$ cat src/rtl/resonator3_inverse_pkg.sv
// Shared constants for the resonator3_inverse datapath.
// Holds the sample, coefficient, accumulator and output widths, the
// rounding constants for Q17 coefficient products, and the pipeline depth.
package resonator3_inverse_pkg;
    localparam int DATA_W     = 18;               // input sample width
    localparam int COEF_W     = 17;               // cm1 / d width (Q17)
    localparam int ACC_W      = 22;               // integrator width
    localparam int OUT_W      = 16;               // output sample width
    localparam int F_W        = 21;               // numerator sum width
    localparam int PROD_W     = DATA_W + COEF_W;  // full product width
    localparam int ROUND_OFS  = 65536;            // half LSB after the shift
    localparam int COEF_SHIFT = 17;
    localparam int STAGES     = 4;                // iv -> ov latency in clocks
endpackage

$ cat src/rtl/resonator3_inverse_sat_clamp.sv
// sat_clamp: generic signed saturation from IN_W bits down to OUT_W bits.
// Ports:
//   din  - signed IN_W-bit value
//   dout - din clamped to [-2^(OUT_W-1), 2^(OUT_W-1)-1]
module sat_clamp #(
    parameter int IN_W  = 23,
    parameter int OUT_W = 22
) (
    input  logic signed [IN_W-1:0]  din,
    output logic signed [OUT_W-1:0] dout
);
    localparam logic signed [IN_W-1:0] MAX_V = IN_W'((64'sd1 <<< (OUT_W - 1)) - 64'sd1);
    localparam logic signed [IN_W-1:0] MIN_V = IN_W'(-(64'sd1 <<< (OUT_W - 1)));

    always_comb begin
        dout = din[OUT_W-1:0];
        if (din > MAX_V) begin
            dout = MAX_V[OUT_W-1:0];
        end else if (din < MIN_V) begin
            dout = MIN_V[OUT_W-1:0];
        end
    end
endmodule

$ cat src/rtl/resonator3_inverse.sv
// resonator3_inverse: inverse of the 3-pole resonator,
//   H(z) = (1 - z^-1 + c*z^-2 + d*z^-3) / (1 - z^-1),  c = 1 + cm1.
// Four-clock pipeline: delay-line capture, registered products, numerator
// sum, saturating integrator; the output register follows the integrator.
// Ports:
//   clk, rst_n       - clock, asynchronous active-low reset
//   iv, inp          - input strobe and signed 18-bit sample
//   cm1, d           - Q17 coefficients, captured on coef_load
//   coef_load        - latch cm1/d into the shadow registers
//   zerome           - synchronous clear of history, integrator and pipeline
//   ov, out, clip    - output strobe, saturated 16-bit sample, clamp flag
//   clip_cnt         - saturating count of clipped outputs
module resonator3_inverse
    import resonator3_inverse_pkg::*;
(
    input  logic                     clk,
    input  logic                     rst_n,
    input  logic                     iv,
    input  logic signed [DATA_W-1:0] inp,
    input  logic signed [COEF_W-1:0] cm1,
    input  logic signed [COEF_W-1:0] d,
    input  logic                     coef_load,
    input  logic                     zerome,
    output logic                     ov,
    output logic signed [OUT_W-1:0]  out,
    output logic                     clip,
    output logic [15:0]              clip_cnt
);
    // Round half up and drop the Q17 fraction of a coefficient product.
    function automatic logic signed [F_W-1:0] rnd(input logic signed [PROD_W-1:0] p);
        logic signed [PROD_W:0] t;
        t   = (PROD_W + 1)'(p) + (PROD_W + 1)'(ROUND_OFS);
        rnd = F_W'(t >>> COEF_SHIFT);
    endfunction

    logic signed [COEF_W-1:0] cm1_sh, d_sh;
    logic signed [DATA_W-1:0] x1, x2, x3;
    logic                     vld_p0, vld_p1, vld_p2, vld_p3;

    logic signed [F_W-1:0]    lin_p0;
    logic signed [DATA_W-1:0] x2_p0, x3_p0;
    logic signed [COEF_W-1:0] cm1_p0, d_p0;
    logic signed [PROD_W-1:0] prod_c_p1, prod_d_p1;
    logic signed [F_W-1:0]    lin_p1;
    logic signed [F_W-1:0]    f_p2;
    logic signed [ACC_W-1:0]  acc;

    logic signed [ACC_W:0]    acc_sum;
    logic signed [ACC_W-1:0]  acc_next;
    logic signed [OUT_W-1:0]  out_next;
    logic                     clip_next;

    assign acc_sum   = (ACC_W + 1)'(acc) + (ACC_W + 1)'(f_p2);
    assign clip_next = (ACC_W'(out_next) != acc);

    sat_clamp #(.IN_W(ACC_W + 1), .OUT_W(ACC_W)) u_sat_acc (
        .din  (acc_sum),
        .dout (acc_next)
    );

    sat_clamp #(.IN_W(ACC_W), .OUT_W(OUT_W)) u_sat_out (
        .din  (acc),
        .dout (out_next)
    );

    // Data-only pipeline registers; qualified by the vld_pN chain.
    always_ff @(posedge clk) begin
        // p0: linear part of the numerator and operands for the products
        lin_p0    <= F_W'(inp) - F_W'(x1) + F_W'(x2);
        x2_p0     <= x2;
        x3_p0     <= x3;
        cm1_p0    <= cm1_sh;
        d_p0      <= d_sh;
        // p1: registered products
        prod_c_p1 <= PROD_W'(cm1_p0) * PROD_W'(x2_p0);
        prod_d_p1 <= PROD_W'(d_p0) * PROD_W'(x3_p0);
        lin_p1    <= lin_p0;
        // p2: full numerator f
        f_p2      <= lin_p1 + rnd(prod_c_p1) + rnd(prod_d_p1);
    end

    always_ff @(posedge clk or negedge rst_n) begin
        if (!rst_n) begin
            cm1_sh   <= '0;
            d_sh     <= '0;
            x1       <= '0;
            x2       <= '0;
            x3       <= '0;
            vld_p0   <= 1'b0;
            vld_p1   <= 1'b0;
            vld_p2   <= 1'b0;
            vld_p3   <= 1'b0;
            acc      <= '0;
            ov       <= 1'b0;
            out      <= '0;
            clip     <= 1'b0;
            clip_cnt <= '0;
        end else begin
            if (coef_load) begin
                cm1_sh <= cm1;
                d_sh   <= d;
            end
            // zerome has priority over a coincident iv: the sample is dropped
            if (zerome) begin
                x1 <= '0;
                x2 <= '0;
                x3 <= '0;
            end else if (iv) begin
                x1 <= inp;
                x2 <= x1;
                x3 <= x2;
            end
            vld_p0 <= iv && !zerome;
            vld_p1 <= vld_p0 && !zerome;
            vld_p2 <= vld_p1 && !zerome;
            // p3: saturating integrator
            vld_p3 <= vld_p2 && !zerome;
            if (zerome) begin
                acc <= '0;
            end else if (vld_p2) begin
                acc <= acc_next;
            end
            // output register: out/clip only move on a delivered sample
            ov <= vld_p3 && !zerome;
            if (vld_p3 && !zerome) begin
                out  <= out_next;
                clip <= clip_next;
                if (clip_next && clip_cnt != 16'hFFFF) begin
                    clip_cnt <= clip_cnt + 16'd1;
                end
            end
        end
    end
endmodule

$ cat config.mk
export PLATFORM = sky130hd
export DESIGN_NAME = resonator3_inverse
export DESIGN_NICKNAME = d
export VERILOG_FILES = /design/src/rtl/resonator3_inverse_pkg.sv /design/src/rtl/resonator3_inverse_sat_clamp.sv /design/src/rtl/resonator3_inverse.sv
export SDC_FILE = /design/constraint.sdc
export NUM_CORES = 2
export LEC_CHECK = 0
export ABC_AREA = 1
export BUFFER_PORTS_ARGS = -buffer_cell sky130_fd_sc_hd__buf_4
export CORE_MARGIN = 1.5
export CORE_UTILIZATION = 45
export DETAILED_ROUTE_END_ITERATION = 6
export SETUP_SLACK_MARGIN = 0.05
export SYNTH_ARGS = -nofsm -noshare
export SYNTH_HDL_FRONTEND = slang
export SYNTH_HIERARCHICAL = 1
export SYNTH_SLANG_ARGS = --single-unit
$ cat constraint.sdc
create_clock -name clk -period 5.8 [get_ports clk]
set_input_delay 0.29 -clock clk [delete_from_list [all_inputs] [get_ports clk]]
set_output_delay 0.29 -clock clk [all_outputs]
set_load 0.05 [all_outputs]
==> summary.md <==
| Metric | Value |
|---|---|
| Crit path buf inv count | 7 |
| Final nets | 5950 |
| Async SR Flop Fraction | 46.7% |
| CTS buffer count | between 40 and 50 |
| IO Count | 91 |
| Final count of pins violating max slew | 0 |
| Total power | about 14 mW |
| Hold Crit Depth | 3 |
| Mean number of vias per cell | 4.86 |
| Max Clk Rate | 178 MHz |
| Clk sinks | 317 |
| Vias in the first global route | 32045 |
| PD cells | 322 mW/mm^2 |
| Failing checks | design-rule violations |
| Cell family with most CP delay | adder cells |
| Pin count of the biggest net entering global routing | 115 |
| Post-route minimum period | 5.61 ns |
| Yosys warning total | 6 |
| Hold Crit Class | in2reg |
| Post-layout util | ~51% |
| Clk_skew | 0.0349 ns |
| Syn_nets | between 5000 and 6000 |
| Worst setup EP type | flip-flop |
| Stages on worst setup path | 21 |
| GPL Wtd Cong | ~0.9 |
| Crit-path cells | buf_12 > nand2_1 > fa_1 > inv_1 > fa_1 > inv_1 > fa_1 > inv_1 > fa_1 > inv_1 > fa_1 > inv_1 > fa_1 > ha_2 > inv_1 > nor3_2 > nand2_1 > nor3_1 > nand2_1 > nand3_1 > nand2_1 |
| Commonest cells after routing, fill and taps aside | 1262 x inv_1, 1206 x nand2_1, 655 x fa_1 |
| Starting Density | between 40% and 50% |
| Number of synthesized register bits | 317 |
| Final Hold Viols | 0 |
| Die width | approximately 300 um |
| Worst-path clk slew | 0.06 ns |
| CP peak stage delay | 0.61 ns |
| First-pass GRT wire length | between 150000 and 200000 um |
| Setup TNS | 0 ns |
| Final WL | around 100000 um |
| Area after DPL | 0.0417 mm^2 |
| Crit-path max FO | 18 |
| Least-Margin Pin Slew | between 0.9 and 1 ns |
| Die Ht | 297 um |
| Arr. time, crit path | 6.11 ns |
| CP Launch Type | flip-flop |
| R2r endpoint | prod_d_p1[34] |
| Max-cap violations | 0 |
| H-tree lvl count | 2 |
| Synth Instances | 4854 |
| DP Worst Slack | -0.0906 ns |
| Clock insertion delay at the later pin of the skew report | 0.61 ns |
| Detail Route Antenna Nets | 0 |
| Max stage delay cell, worst path | fa_1 |
| Die area | 0.0883 mm^2 |
| Setup crit end | prod_d_p1[34] |
| Number of flops mapped to enable cells by yosys | 0 |
| Post-synth top area share | 33.9% |
| # DRC | 1 |
| Layout cells sized above 1 | 9.13% |
| Netlist cell types | 46 |
| Layout area overhead | 12.6% |
| Final setup viols | 0 |
| Drt wl/cell | 16.8 um |
| Number of diodes | 0 |
| Iteration-0 DRC Markers | 1497 |
| Leading area contributor after synthesis | fa_1 |
| Post-route clock period utilization | between 90% and 100% |
| R2R setup slack | 0.19 ns |
| Syn_area_per_cell | 8.02 um^2 |
| Overall Global Routing Usage | 24.5% |
| Synth Flop Type | dfxtp_1 |
| Fin area | approximately 0.044 mm^2 |
| Vias | 30016 |
| Main area contributors after synthesis | fa_1 34%, inv_1 12%, nand2_1 12% |
| Status | finished with violations |
| RSZ-0062 raised after global routing | true |
| CP required | 6.30 ns |
| Worst setup path startpoint | d_p0[8] |
| Post-DP HPWL | a little under 90000 um |
| Rel. slew slack | 36.3% |
| CTS tree | yes |
| Pre-antenna DRT Iters | 7 |
| Worst vdd ir | 0.320 mV |
| I/O Buffers | 90 |
| Grt ovf | 0 |
| Core Region | 0.0854 mm^2 |
| Pleak | 24.8 nW |
| Initial antenna violation count | 0 |
| Setup WS post-layout | about 0.19 ns |
| Leading cell type in the layout, fill and taps excluded | inv_1 |
| Sequential share of the synthesized area | a little under a fifth |
| Synth Cell Area | 0.0389 mm^2 |
| R2R depth | 21 |
| Setup Crit Path Kind | reg2reg |
| Placement Rows | roughly 110 |
| Root Driver | clkbuf_16 |
| Hold_sp | inp[1] |
| Clock buffer depth | 3 |
| RR Startpoint | d_p0[8] |
==> flip-flops by register name, summed over array words and instances (netlist names), 18 cells and up <==
register	flops
x1	18
f_p2	21
x2_p0	18
prod_d_p1	19
x3	18
acc	22
x2	18
lin_p0	20
lin_p1	20
prod_c_p1	19
x3_p0	18
==> cell usage after synthesis, types with 45 or more instances <==
library cell / number
nor2_1: 206
inv_1: 1265
ha_1: 230
nand2_1: 1209
a21oi_1: 123
dfrtp_1: 148
dfxtp_1: 169
o21ai_0: 71
fa_1: 660
xnor2_1: 45
xor2_1: 94
nand3_1: 131
clkbuf_1: 149
nand4_1: 55
o21ai_1: 55
==> cell families (layout without fill, tap and decap cells) <==
family,Yosys count,after routing,share of synthesized area (%)
AO/OA/AOI/OAI,336,336,4.72
flip-flops,317,317,18.2
XOR/XNOR,139,139,3.13
AND/OR/NAND/NOR,1678,1678,17.4
adder cells (fa/ha/maj),890,890,41.3
buffers and inverters,1460,1642,14.2
multiplexers,34,34,0.983
==> timing repair <==
action,4_1_cts,5_1_grt
hold buffers,37,0
pin swaps,0,5
setup buffers,0,2
gates resized for setup,5,95
setup endpoints to repair,7,35
endpoints found under the hold margin,73,0
==> per-stage QoR <==
step	hold WS, ns	instances
2_1_floorplan	-0.00559	4854
3_3_place_gp	0.213	6065
3_5_place_dp	0.214	6065
4_1_cts	0.00941	6178
5_1_grt	0.0422	6180
6_report	0.0409	6180
==> final cells by class <==
cell class / instances / area [um^2]
Clock buffer: 58 / 1160
Clock inverter: 18 / 236
Fill cell: 8398 / 41600
Inverter: 1288 / 4840
Multi-Input combinational cell: 3077 / 26600
Sequential cell: 317 / 7120
Tap cell: 1144 / 1430
Timing Repair Buffer: 278 / 2470
==> report_power, final <==
part / switching (mW) / internal (mW) / leakage [nW]
Sequential: 0.400 / 2.75 / 3.38
Clock: 1.12 / 1.55 / 0.664
Combinational: 5.25 / 3.06 / 20.7
Total: 6.77 / 7.36 / 24.8
==> worst min path at each step <==
stage                          to  slack [ns]
final                       x1[1]        0.04
after global routing        x1[1]        0.04
after CTS                   x1[1]       0.009
after detailed placement  d_sh[4]        0.21
after global placement    d_sh[4]        0.21
after floorplan            acc[0]      -0.006
==> per-layer routing <==
metal / GRT usage (%) / share of wire (%) / wire length [um]
met3: 2.78 / 4.3 / 4440
met1: 32.1 / 44 / 45600
met5: 0 / 0 / 0
met2: 42.9 / 49 / 51000
met4: 6.40 / 2.6 / 2650
==> tightest hold or removal path, cell delays in order <==
cell and delay, ns:
buf_4 0.13, inv_1 0.09, o22ai_1 0.09
(Power assumes the default switching activity.)
